<file path="config.mk">
export PLATFORM = sky130hd
export DESIGN_NAME = fwft_frame_reader
export DESIGN_NICKNAME = d
export VERILOG_FILES = /design/src/rtl/fwft_frame_reader.sv
export SDC_FILE = /design/constraint.sdc
export NUM_CORES = 1
export LEC_CHECK = 0
export BUFFER_PORTS_ARGS = -buffer_cell sky130_fd_sc_hd__buf_2
export CAP_MARGIN = 0
export CORE_UTILIZATION = 50
export CTS_CLUSTER_DIAMETER = 80
export DETAILED_ROUTE_END_ITERATION = 6
export PLACE_DENSITY = 0.74
export SLEW_MARGIN = 20
export SYNTH_ARGS = -nofsm -noshare
export SYNTH_HDL_FRONTEND = slang
export SYNTH_SLANG_ARGS = --single-unit
</file>
<file path="constraint.sdc">
create_clock -name clk -period 2.3 [get_ports clk]
set_input_delay 0.115 -clock clk [delete_from_list [all_inputs] [get_ports clk]]
set_output_delay 0.115 -clock clk [all_outputs]
set_load 0.005 [all_outputs]
</file>
<file path="src/rtl/fwft_frame_reader.sv">
// Length-prefixed frame parser on the read side of an FWFT FIFO.
// Define FRAME_CHECKSUM_EN to add the trailing checksum byte and CHK state.
module fwft_frame_reader #(
  parameter int unsigned MAX_LEN = 16
) (
  input  logic        clk,
  input  logic        reset,
  input  logic        empty,
  input  logic [7:0]  rd_data,
  output logic        rd_enable,
  output logic [7:0]  out_data,
  output logic        out_valid,
  input  logic        out_ready,
  output logic        out_last,
  output logic        frame_done,
  output logic        frame_err,
  output logic [15:0] frame_cnt,
  output logic [7:0]  err_cnt
);

  typedef enum logic [1:0] {
    HDR,
    PAYLOAD
`ifdef FRAME_CHECKSUM_EN
    , CHK
`endif
  } state_e;

  localparam logic [7:0] MAX_L = 8'(MAX_LEN);

  state_e      state_q, state_d;
  logic [7:0]  cnt_q, cnt_d;
  logic [7:0]  out_data_q, out_data_d;
  logic        out_valid_q, out_valid_d;
  logic        out_last_q, out_last_d;
  logic        done_q, done_d;
  logic        err_q, err_d;
  logic [15:0] frame_cnt_q, frame_cnt_d;
  logic [7:0]  err_cnt_q, err_cnt_d;
  logic        avail;
  logic        hdr_ok;
  logic        rd_en;
`ifdef FRAME_CHECKSUM_EN
  logic [7:0]  sum_q, sum_d;
  logic [7:0]  chk_sum;
`endif

  assign avail  = !empty && !reset;
  assign hdr_ok = (rd_data != 8'd0) && (rd_data <= MAX_L);
`ifdef FRAME_CHECKSUM_EN
  assign chk_sum = sum_q + rd_data;
`endif

  always_comb begin
    state_d     = state_q;
    cnt_d       = cnt_q;
    out_data_d  = out_data_q;
    out_valid_d = out_valid_q;
    out_last_d  = out_last_q;
    done_d      = 1'b0;
    err_d       = 1'b0;
    frame_cnt_d = frame_cnt_q;
    err_cnt_d   = err_cnt_q;
    rd_en       = 1'b0;
`ifdef FRAME_CHECKSUM_EN
    sum_d       = sum_q;
`endif

    if (out_valid_q && out_ready) begin
      out_valid_d = 1'b0;
      out_last_d  = 1'b0;
    end

    unique case (state_q)
      HDR: begin
        rd_en = avail;
        if (rd_en) begin
          if (hdr_ok) begin
            cnt_d   = rd_data;
            state_d = PAYLOAD;
`ifdef FRAME_CHECKSUM_EN
            sum_d   = rd_data;
`endif
          end else begin
            err_d = 1'b1;
          end
        end
      end
      PAYLOAD: begin
        // Only pop when the output register is free or draining
        rd_en = avail && (!out_valid_q || out_ready);
        if (rd_en) begin
          out_data_d  = rd_data;
          out_valid_d = 1'b1;
          out_last_d  = (cnt_q == 8'd1);
          cnt_d       = cnt_q - 8'd1;
`ifdef FRAME_CHECKSUM_EN
          sum_d       = chk_sum;
          if (cnt_q == 8'd1) state_d = CHK;
`else
          if (cnt_q == 8'd1) begin
            state_d = HDR;
            done_d  = 1'b1;
          end
`endif
        end
      end
`ifdef FRAME_CHECKSUM_EN
      CHK: begin
        rd_en = avail;
        if (rd_en) begin
          if (chk_sum == 8'h00) done_d = 1'b1;
          else                  err_d  = 1'b1;
          state_d = HDR;
        end
      end
`endif
      default: state_d = HDR;
    endcase

    if (done_d) frame_cnt_d = frame_cnt_q + 16'd1;
    if (err_d && (err_cnt_q != 8'hFF)) err_cnt_d = err_cnt_q + 8'd1;
  end

  always_ff @(posedge clk) begin
    if (reset) begin
      state_q     <= HDR;
      cnt_q       <= 8'd0;
      out_data_q  <= 8'h00;
      out_valid_q <= 1'b0;
      out_last_q  <= 1'b0;
      done_q      <= 1'b0;
      err_q       <= 1'b0;
      frame_cnt_q <= 16'd0;
      err_cnt_q   <= 8'd0;
`ifdef FRAME_CHECKSUM_EN
      sum_q       <= 8'd0;
`endif
    end else begin
      state_q     <= state_d;
      cnt_q       <= cnt_d;
      out_data_q  <= out_data_d;
      out_valid_q <= out_valid_d;
      out_last_q  <= out_last_d;
      done_q      <= done_d;
      err_q       <= err_d;
      frame_cnt_q <= frame_cnt_d;
      err_cnt_q   <= err_cnt_d;
`ifdef FRAME_CHECKSUM_EN
      sum_q       <= sum_d;
`endif
    end
  end

  assign rd_enable  = rd_en;
  assign out_data   = out_data_q;
  assign out_valid  = out_valid_q;
  assign out_last   = out_last_q;
  assign frame_done = done_q;
  assign frame_err  = err_q;
  assign frame_cnt  = frame_cnt_q;
  assign err_cnt    = err_cnt_q;

endmodule

</file>
Yosys cells after proc, flatten, opt, wreduce, memory -nomap -nowiden
Index checks and enable logic that the tools add are counted.

operators by class
  bitwise gates (word level) = 0
  muxes and demuxes = 22
  divide/modulo/power cells = 0
  shifts and indexed selects = 0
  multipliers = 0
  add/sub/neg operators = 3
  reduce and logical (&&, ||, !) cells = 15
  equality and inequality tests = 7
  $lt $le $gt $ge = 1

operators by type and width
  kind                                                            count
  two-way mux 8 bit                                               3
  adder 16 x 1 -> 16 bit, second input constant                   1
  one-hot mux 8 bit (2 select lines)                              1
  two-way mux 1 bit                                               12
  adder 8 x 1 -> 8 bit, second input constant                     1
  == test 8 x 1 -> 1 bit, second input constant                   1
  less-or-equal comparator 8 x 5 -> 1 bit, second input constant  1
  two-way mux 2 bit                                               4
  inequality test 2 bit, second input constant                    4
  inequality test 8 bit, second input constant                    1
  AND reduction 4 bit                                             2
  nonzero test 8 bit                                              1
  subtractor 8 x 1 -> 8 bit, second input constant                1
  logical AND 1 bit                                               5
  one-hot mux 2 bit (2 select lines)                              1
  zero test 1 bit                                                 3
  == test 2 x 1 -> 1 bit, second input constant                   1
  zero test 2 bit                                                 1
  one-hot mux 1 bit (2 select lines)                              1
  AND reduction 2 bit                                             1
  nonzero test 2 bit                                              1
  logical OR 1 bit                                                1

storage, ports and cells
  memory bits (read-only) = 0
  flip-flop bits (word level) = 46
  memories kept = 0
  memory bits (writable) = 0
  output and inout port bits = 37
  latch bits = 0

Depth between registers and ports, before layout
  depth after elaboration = 6
  depth in mapped cells = 8
  gate-level depth less buffers = 7

Worst setup path after synthesis
Ideal clock, no wire load.

  kind = reg2reg
  start point = reg cnt_q[0]
  end point = reg frame_cnt_q[10] (netlist: frame_cnt[10])
  data arrival time = 1673 ps
  setup time = 72 ps
  setup slack = 555 ps
  period minus slack after synthesis = 1745 ps
  stages on the path, launching flop included = 7
  path through = dfxtp_1 -> ha_1 -> nor4b_2 -> nand4_4 -> buf_2 -> nor4_2 -> mux2i_1

between the ends
  word-level cells in the longest chain between the ends = 4

RTL lines
  what                      RTL line  RTL
  start: declaration        32        logic [7:0] cnt_q, cnt_d;
  start signal: assignment  141       cnt_q <= cnt_d;
  == test 8 x 1 -> 1 bit    101       if (cnt_q == 8'd1) begin
  two-way mux 1 bit         101
  two-way mux 1 bit         92        if (rd_en) begin
  two-way mux 1 bit         74        unique case (state_q)
  end signal: assignment    147       frame_cnt_q <= frame_cnt_d;
  end: declaration          38        logic [15:0] frame_cnt_q, frame_cnt_d;

Every way passes these cells.
A chain may end at the register's enable or synchronous reset.

Worst setup path in the final report
  start point = reg cnt_q[6]
  end point = reg frame_cnt_q[11] (netlist: frame_cnt[11])

Same word-level chain as after synthesis.

==> results.yml <==
timing:
  worst_pin_slew_ns: 0.7754
  rsz0062_at_grt: "no"
  setup_viol: 0
  relSlewSlack_pct: 48.25
  fin_crit_ns: 2.042
  max_freq_mhz: 489.8
  slew_violations: 0
  period_share_pct: 88.77
  hold_violations: 0
  worst_slack_ns: 0.2582
  fin_skew_ns: 0.008786
  setup_tns_ns: 0
power:
  p_int_mw: 1.175
  power_mw: 1.550
  p_switching_uw: 375.5
  peakVddDrop_mv: 0.3821
  share_comb_of_total_power_pct: 8.5
  seqPwrFrac_pct: 52.2
  p_per_area_nw_per_um2: 572.8
  leakage_nw: 1.086
  switching_share_pct: 24.23
  clkPwrFrac_pct: 39.2
global_route:
  grt_max_degree: 28
  grtUsageTotal_pct: 22.98
  grt_pass1_wl_mm: 8.990
  grt_overflow: 0
  grt_antenna_before_repair: 0
  first_global_vias: 1922
synthesis:
  yosys.area_share.simple_pct: 30.62
  ys_warn_count: 0
  synth_enable_flop_cells: 0
  ys_async_sr_fraction_pct: 0
  muxShareOfSynthArea_pct: 4.210
  ys_ff_latch: 45
  postSynthNetCount: 277
  synthFlopType: "dfxtp_1"
  syn_area_sq_um: 2288
  synth_xor_area_share_pct: 0.3827
  synth_compound_area_share_pct: 18.59
  synthCells: 261
  synth_area_per_cell_sq_um: 8.768
  yosysUniqueCellTypes: 61
  synth_top_family_by_area: "simple AND/OR/NAND/NOR gates"
  synth_adder_area_share_pct: 2.187
  synth_seq_area_share_pct: 39.37
clock_network:
  cts_hold_buffers: 0
  clk_pin_slew_worst_paths_ns: 0.09
  htreeDepth: 2
  cts-root-buf: "clkbuf_8"
  cts_buffer_depth: 2
  post_cts_resized: 0
  post_cts_buffers: 0
  clkLatencyLatePin_ns: 0.30
  cts_made_buffers: 5
  clock_sinks: 45
  cts_tree: "built"
worst_setup_path:
  regToRegEndpoint: "frame_cnt[11]"
  ff2ff_setup_slack_ns: 0.26
  crit_path_start_kind: "flip-flop"
  critical_path.cell_chain: "nor3_1, nand4_4, or4_1, a21oi_1"
  critPathCaptureType: "flip-flop"
  regToRegStartpoint: "cnt_q[6]"
  critPathLaunch: "cnt_q[6]"
  r2r_cells: 4
  cp_max_fo: 14
  crit_arrival_ns: 2.28
  slowest_stage: "nor3_1"
  worstPathRequired_ns: 2.54
  critPathCapture: "frame_cnt[11]"
  critPathKind: "reg2reg"
  critical_path.max_stage_delay_ns: 0.59
placed_design:
  placement.io_buffers: 48
  dp_slack_ns: 0.2030
  dp_hpwl_mm: 3.789
  gp_congestion: 0.8755
floorplan:
  die_y_um: 69.65
  core.rowCount: 24
  core-area_sq_um: 4384
  die_x_um: 69.65
  io_pins: 49
  initial_core_util_pct: 52.20
  die-area_sq_um: 4851
final_layout:
  drive_above_1_share_pct: 24.60
  final_cell_mix: "48 x buf_2, 45 x dfxtp_1, 30 x nand2_1"
  fin_nets: 328
  antenna_cells: 0
  final_common_cell: "buf_2"
  syn2layout_area_growth_pct: 18.26
detailed_routing:
  vias_per_cell: 6.123
  drt_first_pass_iters: 6
  drc: 0
  dr_total_vias: 2235
  drt_iter0_markers: 195
  wl_per_cell_um: 15.51
  postRouteAntennaNets: 0
  drt-total-wl_mm: 5.660
flow_run:
  maxCapViolCount: 0
status:
  status: "complete, no violations"
min_path:
  min_path_type: "in2reg"
[synthesized netlist by cell type, types with 2 or more instances]
master    count  area [sq um]
ha_1          4         50.05
o41ai_1       2         17.52
nand3_1      22         110.1
o21a_1        4         30.03
clkbuf_1      4         15.01
or4_1         7         52.55
mux2i_1       6         60.06
and2_1        2         12.51
nand2_1      30         112.6
or2_2         2         12.51
o211ai_1      4         30.03
nand2b_1      3         18.77
nor4b_1       2         17.52
buf_6         2         22.52
and3_1        4         25.02
o21ai_1       5         25.02
dfxtp_1      45         900.9
o31ai_1      10         75.07
nor2_1        6         22.52
a21oi_1      15         75.07
a31oi_1       4         25.02
and4_1        3         26.28
nand4_1       6         37.54
nor3_1        4         20.02
nor2b_1       2         12.51
or3_1         7         43.79
nor4_2        2         25.02
inv_1         8         30.03
o21ai_0       5         25.02
o31a_1        2         17.52
buf_2         3         15.01
nor4_1        7         43.79
[through the flow]
step | utilization, % | instances | instance area, sq um | hold WS (ns)
after floorplan | - | 261 | 2288 | 0.2319
after global placement | 58.70 | 356 | 2574 | 0.3664
after detailed placement | 58.70 | 356 | 2574 | 0.3770
after CTS | 61.24 | 364 | 2685 | 0.05740
after global routing | 61.73 | 365 | 2706 | 0.08236
final | 61.73 | 365 | 2706 | 0.06728
[critical path, delay by kind of cell, from the launching register on]
kind	cells	cell delay, ns
and+or+nand+nor	3	1.48
AOI/OAI and AO/OA	1	0.16
DFF	1	0.35
[layout make-up]
class,instances,area [sq um]
fillers,396,1678
multi-input cells,196,1303
flip-flops and latches,45,900.9
repair buffers,55,292.8
clock buffers,6,72.57
well taps,52,65.06
clock inverters,2,38.79
inverters,9,33.78
[worst min path at each step]
| stage | startpoint | to | cells after the start |
|---|---|---|---|
| finish | rd_data[6] | out_data[6] | 3 |
| global route | rd_data[5] | out_data[5] | 3 |
| CTS | rd_data[6] | out_data[6] | 3 |
| detailed placement | rd_data[6] | out_data[6] | 3 |
| global placement | rd_data[6] | out_data[6] | 3 |
| floorplan | rd_data[3] | cnt_q[3] | 1 |
[cells by family after synthesis]
kind of cell | Yosys count
muxes | 9
adders and majority gates | 4
buffers and inverters | 21
and+or+nand+nor | 118
AOI/OAI and AO/OA | 63
DFF | 45
xor gates and xnor gates | 1
[layer usage]
| layer | vias up | routed length [um] | global-route usage, % |
|---|---|---|---|
| met3 | 5 | 493 | 7.413 |
| met4 | 0 | 65 | 7.778 |
| li1 | 1097 | - | - |
| met5 | - | 0 | 0 |
| met1 | 1040 | 2522 | 30.91 |
| met2 | 93 | 2578 | 34.74 |
[power by group through the flow]
stage | registers (mW) | logic, mW | clock network [mW]
3_3_place_gp | 0.826 | 0.125 | 0
6_report | 0.810 | 0.132 | 0.608
4_1_cts | 0.809 | 0.128 | 0.617
5_1_grt | 0.813 | 0.147 | 0.638
3_5_place_dp | 0.827 | 0.127 | 0
2_1_floorplan | 0.823 | 0.0865 | 0
[sequential cells by signal, summed over array words and instances (netlist names)]
name	cells
frame_cnt	16
cnt_q	8
err_cnt	8
out_data	8
frame_done	1
frame_err	1
out_last	1
out_valid	1
state_q	1
(Power assumes the default switching activity.)
